**src/rtl/matrix_tile_sequencer.sv**
```systemverilog
`default_nettype none
// ============================================================================
// Module   : matrix_tile_sequencer
// Purpose  : Address/control sequencer for the matrix-multiply core array.
//            Walks a size_row x size_column operand space in groups of
//            CORE_COUNT output columns (column fastest, then row, then group),
//            drives per-beat addresses, core enable mask and accumulator
//            clear, honours back-pressure, and emits a delayed tagged
//            write-back strobe for every completed dot product.
// Ports    : CLOCK_25, rst (async, active-high)
//            start, size_column, size_row        - job request / dimensions
//            in_ready                            - fetch path accepts beat
//            o_valid, o_column_adr, o_row_adr,
//            o_core_base, o_core_mask,
//            o_acc_clr, o_last                   - beat outputs
//            o_wb_valid, o_wb_row, o_wb_core_base - write-back strobe + tags
//            o_busy, o_done, o_err, o_state      - status
//            o_busy_cycles, o_stall_cycles       - performance counters
// Options  : MATRIX_SEQ_PERF_EN enables the performance counters; when it is
//            undefined both counter outputs are tied to 0.
// Revision : 1.0 - initial release
// ============================================================================
module matrix_tile_sequencer #(
   parameter int CORE_COUNT = 4,
   parameter int ADR_W      = 5,
   parameter int SIZE_W     = 8,
   parameter int PIPE_DEPTH = 2
) (
   input  logic                  CLOCK_25,
   input  logic                  rst,
   input  logic                  start,
   input  logic [SIZE_W-1:0]     size_column,
   input  logic [SIZE_W-1:0]     size_row,
   input  logic                  in_ready,
   output logic                  o_valid,
   output logic [ADR_W-1:0]      o_column_adr,
   output logic [ADR_W-1:0]      o_row_adr,
   output logic [ADR_W-1:0]      o_core_base,
   output logic [CORE_COUNT-1:0] o_core_mask,
   output logic                  o_acc_clr,
   output logic                  o_last,
   output logic                  o_wb_valid,
   output logic [ADR_W-1:0]      o_wb_row,
   output logic [ADR_W-1:0]      o_wb_core_base,
   output logic                  o_busy,
   output logic                  o_done,
   output logic                  o_err,
   output logic [2:0]            o_state,
   output logic [31:0]           o_busy_cycles,
   output logic [31:0]           o_stall_cycles
);

   typedef enum logic [2:0] {
      ST_IDLE  = 3'd0,
      ST_LOAD  = 3'd1,
      ST_RUN   = 3'd2,
      ST_DRAIN = 3'd3,
      ST_DONE  = 3'd4
   } state_t;

   // One extra bit so base+CORE_COUNT never wraps in the group/mask compares.
   localparam int EXT_W = SIZE_W + 1;
   localparam logic [EXT_W-1:0] ADR_SPAN  = EXT_W'(2 ** ADR_W);
   localparam logic [EXT_W-1:0] CORE_STEP = EXT_W'(CORE_COUNT);

   state_t            state_q, state_d;
   logic [SIZE_W-1:0] size_col_q, size_col_d;
   logic [SIZE_W-1:0] size_row_q, size_row_d;
   logic [ADR_W-1:0]  col_q, col_d;
   logic [ADR_W-1:0]  row_q, row_d;
   logic [ADR_W-1:0]  base_q, base_d;
   logic              err_q, err_d;

   logic [PIPE_DEPTH-1:0] wb_vld_q, wb_vld_d;
   logic [ADR_W-1:0]      wb_row_q  [PIPE_DEPTH];
   logic [ADR_W-1:0]      wb_row_d  [PIPE_DEPTH];
   logic [ADR_W-1:0]      wb_base_q [PIPE_DEPTH];
   logic [ADR_W-1:0]      wb_base_d [PIPE_DEPTH];

   logic             run;
   logic             accept;
   logic             col_end, row_end, grp_end;
   logic             size_bad;
   logic [EXT_W-1:0] col_ext, row_ext, base_ext, scol_ext, srow_ext;

   assign run      = (state_q == ST_RUN);
   assign accept   = run & in_ready;
   assign col_ext  = EXT_W'(col_q);
   assign row_ext  = EXT_W'(row_q);
   assign base_ext = EXT_W'(base_q);
   assign scol_ext = EXT_W'(size_col_q);
   assign srow_ext = EXT_W'(size_row_q);
   assign col_end  = (col_ext == scol_ext - EXT_W'(1));
   assign row_end  = (row_ext == srow_ext - EXT_W'(1));
   assign grp_end  = ((base_ext + CORE_STEP) >= scol_ext);
   assign size_bad = (size_col_q == '0) || (size_row_q == '0) ||
                     (scol_ext > ADR_SPAN) || (srow_ext > ADR_SPAN);

   // ---------------------------------------------------------------- FSM
   always_ff @(posedge CLOCK_25 or posedge rst) begin
      if (rst) begin
         state_q    <= ST_IDLE;
         size_col_q <= '0;
         size_row_q <= '0;
         col_q      <= '0;
         row_q      <= '0;
         base_q     <= '0;
         err_q      <= 1'b0;
      end else begin
         state_q    <= state_d;
         size_col_q <= size_col_d;
         size_row_q <= size_row_d;
         col_q      <= col_d;
         row_q      <= row_d;
         base_q     <= base_d;
         err_q      <= err_d;
      end
   end

   always_comb begin
      state_d    = state_q;
      size_col_d = size_col_q;
      size_row_d = size_row_q;
      col_d      = col_q;
      row_d      = row_q;
      base_d     = base_q;
      err_d      = err_q;
      case (state_q)
         ST_IDLE: begin
            col_d  = '0;
            row_d  = '0;
            base_d = '0;
            if (start) begin
               size_col_d = size_column;
               size_row_d = size_row;
               state_d    = ST_LOAD;
            end
         end
         ST_LOAD: begin
            col_d  = '0;
            row_d  = '0;
            base_d = '0;
            if (size_bad) begin
               err_d   = 1'b1;
               state_d = ST_DONE;
            end else begin
               err_d   = 1'b0;
               state_d = ST_RUN;
            end
         end
         ST_RUN: begin
            if (accept) begin
               if (!col_end) begin
                  col_d = col_q + ADR_W'(1);
               end else begin
                  col_d = '0;
                  if (!row_end) begin
                     row_d = row_q + ADR_W'(1);
                  end else begin
                     row_d = '0;
                     if (!grp_end) begin
                        base_d = base_q + ADR_W'(CORE_COUNT);
                     end else begin
                        base_d  = '0;
                        state_d = ST_DRAIN;
                     end
                  end
               end
            end
         end
         ST_DRAIN: begin
            if (wb_vld_q == '0) begin
               state_d = ST_DONE;
            end
         end
         ST_DONE: begin
            // A held start keeps us here so one request never runs twice.
            if (!start) begin
               state_d = ST_IDLE;
            end
         end
         default: state_d = ST_IDLE;
      endcase
   end

   // --------------------------------------------------- write-back pipe
   // Free-running shift register: it advances regardless of in_ready.
   always_ff @(posedge CLOCK_25 or posedge rst) begin
      if (rst) begin
         wb_vld_q <= '0;
         for (int i = 0; i < PIPE_DEPTH; i++) begin
            wb_row_q[i]  <= '0;
            wb_base_q[i] <= '0;
         end
      end else begin
         wb_vld_q <= wb_vld_d;
         for (int i = 0; i < PIPE_DEPTH; i++) begin
            wb_row_q[i]  <= wb_row_d[i];
            wb_base_q[i] <= wb_base_d[i];
         end
      end
   end

   always_comb begin
      wb_vld_d     = '0;
      wb_vld_d[0]  = accept & col_end;
      wb_row_d[0]  = row_q;
      wb_base_d[0] = base_q;
      for (int i = 1; i < PIPE_DEPTH; i++) begin
         wb_vld_d[i]  = wb_vld_q[i-1];
         wb_row_d[i]  = wb_row_q[i-1];
         wb_base_d[i] = wb_base_q[i-1];
      end
   end

   // ------------------------------------------------------------ outputs
   genvar gi;
   generate
      for (gi = 0; gi < CORE_COUNT; gi++) begin : g_mask
         assign o_core_mask[gi] = ((base_ext + EXT_W'(gi)) < scol_ext);
      end
   endgenerate

   assign o_valid        = run;
   assign o_column_adr   = col_q;
   assign o_row_adr      = row_q;
   assign o_core_base    = base_q;
   // Gated with run so idle/reset state shows no spurious first/last beat.
   assign o_acc_clr      = run & (col_q == '0);
   assign o_last         = run & col_end;
   assign o_wb_valid     = wb_vld_q[PIPE_DEPTH-1];
   assign o_wb_row       = wb_row_q[PIPE_DEPTH-1];
   assign o_wb_core_base = wb_base_q[PIPE_DEPTH-1];
   assign o_busy         = (state_q == ST_LOAD) || run || (state_q == ST_DRAIN);
   assign o_done         = (state_q == ST_DONE);
   assign o_err          = err_q;
   assign o_state        = state_q;

`ifdef MATRIX_SEQ_PERF_EN
   logic [31:0] busy_cnt_q, busy_cnt_d;
   logic [31:0] stall_cnt_q, stall_cnt_d;

   always_ff @(posedge CLOCK_25 or posedge rst) begin
      if (rst) begin
         busy_cnt_q  <= '0;
         stall_cnt_q <= '0;
      end else begin
         busy_cnt_q  <= busy_cnt_d;
         stall_cnt_q <= stall_cnt_d;
      end
   end

   always_comb begin
      busy_cnt_d  = busy_cnt_q;
      stall_cnt_d = stall_cnt_q;
      if ((state_q == ST_IDLE) && (state_d == ST_LOAD)) begin
         busy_cnt_d  = '0;
         stall_cnt_d = '0;
      end else begin
         if (o_busy && (busy_cnt_q != '1)) begin
            busy_cnt_d = busy_cnt_q + 32'd1;
         end
         if (run && !in_ready && (stall_cnt_q != '1)) begin
            stall_cnt_d = stall_cnt_q + 32'd1;
         end
      end
   end

   assign o_busy_cycles  = busy_cnt_q;
   assign o_stall_cycles = stall_cnt_q;
`else
   assign o_busy_cycles  = 32'd0;
   assign o_stall_cycles = 32'd0;
`endif

endmodule
`default_nettype wire

```
**config.mk**
```make
export PLATFORM = sky130hd
export DESIGN_NAME = matrix_tile_sequencer
export DESIGN_NICKNAME = d
export VERILOG_FILES = /design/src/rtl/matrix_tile_sequencer.sv
export SDC_FILE = /design/constraint.sdc
export NUM_CORES = 1
export LEC_CHECK = 0
export CORE_ASPECT_RATIO = 1.2
export CORE_UTILIZATION = 55
export DETAILED_ROUTE_END_ITERATION = 12
export DONT_BUFFER_PORTS = 1
export MAX_ROUTING_LAYER = met4
export PLACE_DENSITY = 0.69
export SLEW_MARGIN = 25
export SYNTH_ARGS = -nofsm -noshare
export SYNTH_HDL_FRONTEND = slang
export SYNTH_SLANG_ARGS = --single-unit
```
**constraint.sdc**
```tcl
create_clock -name CLOCK_25 -period 6.39 [get_ports CLOCK_25]
set_input_delay 0.639 -clock CLOCK_25 [delete_from_list [all_inputs] [get_ports CLOCK_25]]
set_output_delay 0.639 -clock CLOCK_25 [all_outputs]
set_load 0.05 [all_outputs]
```
==> results of run 1 <==
## final cells by class
cell class,instances,area (µm²)
clock buffers,5,68.8
clock inverters,3,23.8
inverters,16,62.6
fillers,580,2730
repair buffers,2,15.0
flip-flops and latches,51,1280
multi-input cells,274,1770
well taps,82,103
## synth_stat cells, types with 2 or more instances
library cell | number | area (µm²)
nor3b_1 | 4 | 30.0
nor2_1 | 21 | 78.8
and2b_1 | 2 | 15.0
nand2b_1 | 9 | 56.3
dfrtp_1 | 51 | 1280
a22o_1 | 8 | 70.1
ha_1 | 22 | 275
inv_1 | 16 | 60.1
o22ai_1 | 2 | 12.5
a21oi_1 | 8 | 40.0
buf_4 | 76 | 571
nor2b_1 | 9 | 56.3
nand2_1 | 17 | 63.8
clkbuf_1 | 6 | 22.5
nand4_1 | 2 | 12.5
mux2i_1 | 3 | 30.0
and3_1 | 2 | 12.5
nand3_1 | 5 | 25.0
or3_1 | 2 | 12.5
a21o_1 | 2 | 15.0
or2_2 | 3 | 18.8
xor2_1 | 6 | 52.6
o21ai_0 | 18 | 90.1
o21a_1 | 3 | 22.5
and4b_1 | 2 | 20.0
mux2_2 | 9 | 101
nor3_1 | 7 | 35.0
xnor2_1 | 11 | 96.3
nor4b_1 | 3 | 26.3
o2111ai_1 | 2 | 17.5
## cell families (layout without fill, tap and decap cells)
group | after synthesis | after routing
AND/OR/NAND/NOR | 97 | 97
AO/OA/AOI/OAI | 56 | 56
adder cells (fa/ha/maj) | 22 | 22
XOR/XNOR | 17 | 17
flip-flops | 51 | 51
buffers and inverters | 99 | 26
multiplexers | 12 | 12
other | 1 | 70
## worst paths after layout
path | startpoint | end | depth (start not counted)
min reg2reg | wb_row_d[2] | o_wb_row[2] | 0
min in group CLOCK_25 | wb_row_d[2] | o_wb_row[2] | 0
max reg2reg | size_row_q[0] | o_core_base[4] | 8
max in group asynchronous | rst | size_col_q[5] | 1
min | rst | wb_base_d[4] | 1
max | size_col_q[0] | o_last | 7
## power groups by stage
stage | sequential [W] | combinational [W] | clock [W]
after detailed placement | 0.000530 | 0.000640 | 0
after global placement | 0.000527 | 0.000628 | 0
after CTS | 0.000523 | 0.000641 | 0.000197
after floorplan | 0.000493 | 0.000592 | 0
after global routing | 0.000536 | 0.000713 | 0.000209
final | 0.000524 | 0.000636 | 0.000188
## layer usage
| layer | vias up | track usage | part of all wire |
|---|---|---|---|
| met3 | 8 | 0.0490 | 0.055 |
| li1 | 1054 | - | - |
| met2 | 85 | 0.308 | 0.49 |
| met5 | - | - | 0 |
| met4 | 0 | 0.0577 | 0.013 |
| met1 | 1068 | 0.243 | 0.44 |
## registers in the layout (all words and copies together) (netlist names)
register / cells
o_err: 1
o_wb_row: 5
o_state: 3
size_col_q: 8
o_core_base: 3
o_row_adr: 5
wb_row_d: 5
size_row_q: 8
wb_vld_q: 2
o_column_adr: 5
o_wb_core_base: 3
wb_base_d: 3
## critical path: stages, from the launching register on
cell	delay, ns
dfrtp_1	0.47
inv_1	0.14
ha_1	0.28
nor3b_1	0.28
xnor2_1	0.17
and3_2	0.24
nand3_1	0.11
nor2_1	0.76
## stage by stage
| stage | area, µm² | cells | total power, W |
|---|---|---|---|
| 6_report | 3320 | 433 | 0.00135 |
| 5_1_grt | 3320 | 433 | 0.00146 |
| 4_1_cts | 3320 | 433 | 0.00136 |
| 3_5_place_dp | 3230 | 425 | 0.00117 |
| 3_3_place_gp | 3220 | 425 | 0.00116 |
| 2_1_floorplan | 3700 | 424 | 0.00108 |
==> impl_results.md, run 1 <==
* Final Max Tran Viols at 0
* Fin util at 0.549
* Most frequent cells in the layout: conb_1, dfrtp_1, ha_1
* Min-delay worst type: input port to async pin
* Register area share after synthesis at 0.371
* Yosys warns at 0
* Worst Setup Start Kind: register
* Highest Clock Rate at 295 MHz
* Multiplexer share of the synthesized area at 0.0382
* PostCTS Resize Cnt at 0
* Switch Pwr at 0.000650 W
* Synthesized area at approximately 3400 µm²
* Crit path time final at ~3.4 ns
* CTS tree: done
* XOR/XNOR share of the synthesized area at 0.0433
* Crit path kind: register to output pin
* Initial antenna violation count at 0
* Most used flip-flop cell after synthesis: dfrtp_1
* H-tree depth at 2
* Antenna Nets Post-Route at 0
* CP max FO at 9
* Die width at 74.2 µm
* I/O pin count at ~120
* Internal at 0.000698 W
* Core area at 6050 µm²
* Setup bufs post-CTS at 0
* Fin. Hold Viols at 0
* TritonCTS Buffers at 5
* Seq pwr share at 0.388
* Post-synth ARST share at 1.00
* Worst slew margin at 0.362
* Cell Pwr Density at 406 nW/µm²
* DRT iter0 DRCs at 73
* Worst-path clk slew at 0.09 ns
* Setup violations, final at 0
* First-pass GRT wire length at 9400 µm
* Vias in the first global route at 1952
* Nets@finish at about 390
* Count of flip-flops with a built-in enable after synthesis at 0
* Status: completed
* Syn Inst Count at 355
* R2R Setup Slk at between 3 and 4 ns
* Via Count at 2215
* Grt ovf at 0
* Share of cells above drive strength 1 at 0.0969
* Final worst path period share at 0.531
* Clock tree buffer depth at 2
* Synth-to-Final Area Change at -3.42%
* Pleak at 1.62 nW
* Initial Utilization at 0.568
* Netlist cell types at 54
* Drt via density at 5.12
* Worst-Skew Late Latency at 0.31 ns
* Syn_area_per_cell at 9.68 µm²
* Register bit total from synthesis at 51
* Final worst setup slack at 3.00 ns
* Worst setup EP type: output pin
* Max cap viols at 0
* Max VDD drop at 0.000275 V
* Largest net degree at the start of global routing at 52
* GRT Total Usage at 0.194
* Logic gate share of total power at 0.472
* Clk network pwr share at 0.140
* Clk sink count at 51
* Post-DP HPWL at about 4500 µm
* Setup TNS at 0 ns
* Drt drc at 0
* Antenna diodes at 0
* RSZ-0062 raised after global routing: no
* Wire per inst at 13.3 µm
* Adder-cell share of the synthesized area at 0.0801
* Clock Skews at 0.00327 ns
* I/O Buffers at 0
* Placer Congestion at 0.831
* Largest family of logic cells by synthesized area: buffers and inverters
* Switching share of power at 0.482
* Simple-gate area share of the yosys netlist at 0.163
* Full die area at 6570 µm²
* Req. time, crit path at roughly 5.8 ns
* Total wire length at 5780 µm
* # hold bufs at CTS at 0
* DP Worst Slack at 3.34 ns
* Most common cell after layout, fill and taps aside: conb_1
* Tightest Pin Transition at 0.953 ns
* Worst EP arrival at 2.76 ns
* Row count at 31
* Worst hold slack at 0.265 ns
* Router iterations before antenna repair at 4
* Height of the die at between 80 and 90 µm
* Compound-Gate Fraction of Synth Area at 0.110
* Root Buffer: clkbuf_8
Power figures use the tool's default switching activity.
==> inputs of run 2 (changes only) <==
--- a/config.mk
+++ b/config.mk
@@ -10,7 +10,7 @@
 export DETAILED_ROUTE_END_ITERATION = 12
 export DONT_BUFFER_PORTS = 1
 export MAX_ROUTING_LAYER = met4
-export PLACE_DENSITY = 0.69
+export PLACE_DENSITY = 0.72
 export SLEW_MARGIN = 25
 export SYNTH_ARGS = -nofsm -noshare
 export SYNTH_HDL_FRONTEND = slang
==> constraint.sdc (replaced) <==
create_clock -name CLOCK_25 -period 2.9 [get_ports CLOCK_25]
set_input_delay 0.29 -clock CLOCK_25 [delete_from_list [all_inputs] [get_ports CLOCK_25]]
set_output_delay 0.29 -clock CLOCK_25 [all_outputs]
set_load 0.05 [all_outputs]
==> run 2 against run 1 <==
Wire length grew 5.6%. Hold slack lost 0.18 ns. Register-to-register slack lost 3.4 ns. Worst setup slack lost 2.8 ns. Die area is the same. Sequential share of layout area shrank 1.7 points. Clock skew grew 0.010 ns. Flip-flop and latch count is the same. Cell count grew 4.6%.
==> impl_results.md, run 2 (same netlist as run 1, synthesis figures left out) <==
* Worst EP arrival at 2.40 ns (was 2.76 ns)
* Worst-path clk slew at 0.10 ns (was 0.09 ns)
* CP max FO at 9 (unchanged)
* Final worst path period share at 0.929
* Setup TNS at 0 ns (unchanged)
* Height of the die at 88.6 µm (unchanged)
* Total wire length at 6100 µm (was 5780 µm)
* Worst-Skew Late Latency at 0.31 ns (about the same)
* Grt ovf at 0 (unchanged)
* Initial antenna violation count at 0 (unchanged)
* Synth-to-Final Area Change at 1.09% (was -3.42%)
* Cell Pwr Density at 880 nW/µm² (was 406 nW/µm²)
* Req. time, crit path at 2.61 ns (was 5.75 ns)
* Drt drc at 0 (unchanged)
* Biggest registers after layout: size_col_q x8, size_row_q x8 (unchanged)
* Worst setup EP type: output pin (unchanged)
* RSZ-0062 raised after global routing: no (unchanged)
* Most common cell after layout, fill and taps aside: conb_1 (unchanged)
* DP Area at 3370 µm² (was 3230 µm²)
* Clock tree buffer depth at 2 (unchanged)
* Initial Utilization at 0.568 (unchanged)
* Worst-case reg-to-reg path depth at 8 (unchanged)
* Drt via density at 5.13 (was 5.12)
* Most frequent cells in the layout: conb_1, dfrtp_1, ha_1 (unchanged)
* Post-DP HPWL at 4640 µm (was 4490 µm)
* Wire per inst at 13.5 µm (was 13.3 µm)
* Status: completed (unchanged)
* Share of cells above drive strength 1 at 0.143 (was 0.0969)
* Setup violations, final at 0 (unchanged)
* First-pass GRT wire length at 10200 µm (was 9400 µm)
* PostCTS Resize Cnt at 0 (unchanged)
* Antenna Nets Post-Route at 0 (unchanged)
* Worst hold slack at 0.0868 ns (was 0.265 ns)
* Worst r2r src: size_row_q[0] (unchanged)
* Pleak at 1.73 nW (was 1.62 nW)
* Worst slew margin at 0.524 (was 0.362)
* Worst Setup Start Kind: register (unchanged)
* Crit path kind: register to output pin (unchanged)
* Root Buffer: clkbuf_8 (unchanged)
* TritonCTS Buffers at 5 (unchanged)
* Final Max Tran Viols at 0 (unchanged)
* Fin. Hold Viols at 0 (unchanged)
* Max VDD drop at 0.000516 V (was 0.000275 V)
* H-tree depth at 2 (unchanged)
* Placer Congestion at 0.877 (was 0.831)
* I/O pin count at 123 (unchanged)
* Via Count at 2324 (was 2215)
* DRT iter0 DRCs at 86 (was 73)
* Largest net degree at the start of global routing at 52 (unchanged)
* CTS tree: done (unchanged)
* Design area at 3470 µm² (was 3320 µm²)
* Placed insts at 444 (was 425)
* Row count at 31 (unchanged)
* Pwr Total at 0.00306 W (was 0.00135 W)
* I/O Buffers at 0 (unchanged)
* Die width at 74.2 µm (unchanged)
* Full die area at 6570 µm² (unchanged)
* Clk sink count at 51 (unchanged)
* Worst Hold Path EP: size_col_q[3]
* Antenna diodes at 0 (unchanged)
* Min-delay worst type: input port to register (was input port to async pin)
* Hold Crit Start: size_column[3]
* Max cap viols at 0 (unchanged)
* GRT Total Usage at 0.209 (was 0.194)
* Vias in the first global route at 2192 (was 1952)
* R2R Setup Slk at 0.39 ns (was 3.82 ns)
* R2r endpoint: o_core_base[4] (unchanged)
* Post-Layout Cell Count at 453 (was 433)
* Clock Skews at 0.0133 ns (was 0.00327 ns)
* Crit path time final at ~2.7 ns
* Hold Path Cell Cnt at 2
* Core area at 6050 µm² (unchanged)
* Highest Clock Rate at 371 MHz
* Nets@finish at 412 (was 392)
* Router iterations before antenna repair at 4 (unchanged)
* Tightest Pin Transition at 0.714 ns (was 0.953 ns)
run 2: changes by cell type in the layout (fill, tap and decap cells not counted), sizes merged:
| cell | delta |
|---|---|
| clkinv | +1 |
| buf | +19 |
| clkinvlp | -2 |
| dlygate4sd3 | +1 |
| inv | +1 |
run 2: what timing repair did:
action / 4_1_cts / 5_1_grt
setup buffers: 0 / 0
endpoints found under the hold margin: 51 / 0
hold buffers: 1 / 0
endpoints found under the setup margin: 0 / 0
run 2: area by class of cell:
type                    instances  area [µm²]
clock inverters                 3        26.3
flip-flops and latches         51        1280
well taps                      82         103
clock buffers                   5        68.8
inverters                      16        62.6
repair buffers                 22         168
fillers                       549        2580
multi-input cells             274        1770
run 2: per-stage QoR:
step / util / setup slack, ns
2_1_floorplan: - / 0.0384
6_report: 0.574 / 0.206
4_1_cts: 0.574 / 0.217
3_5_place_dp: 0.557 / 0.424
3_3_place_gp: 0.556 / 0.491
5_1_grt: 0.574 / 0.0430
run 2: where the power goes:
group          internal (W)  total, W  switching, W
combinational      0.000565   0.00152      0.000952
clock              0.000178  0.000441      0.000263
sequential         0.000849   0.00110      0.000251
run 2: worst max-delay path by stage:
stage,end,from
floorplan,o_acc_clr,o_state[2]
global placement,o_core_base[4],size_row_q[0]
detailed placement,o_core_base[4],size_row_q[0]
CTS,o_last,size_col_q[0]
global route,o_last,size_col_q[1]
finish,o_last,size_col_q[0]
run 2: critical path, stage by stage, from the launching register on:
cell and delay (ns):
dfrtp_1 0.50, inv_1 0.12, ha_1 0.28, xnor2_1 0.17, nor4b_1 0.31, a31o_2 0.20
nand3_1 0.14, nor2_1 0.15, buf_4 0.21
run 2: routing by layer:
layer	vias to the layer above	part of all wire	global-route usage
met5	-	0	-
met4	0	0.013	0.0682
met3	7	0.049	0.0376
met2	85	0.50	0.340
met1	1139	0.43	0.261
li1	1093	-	-
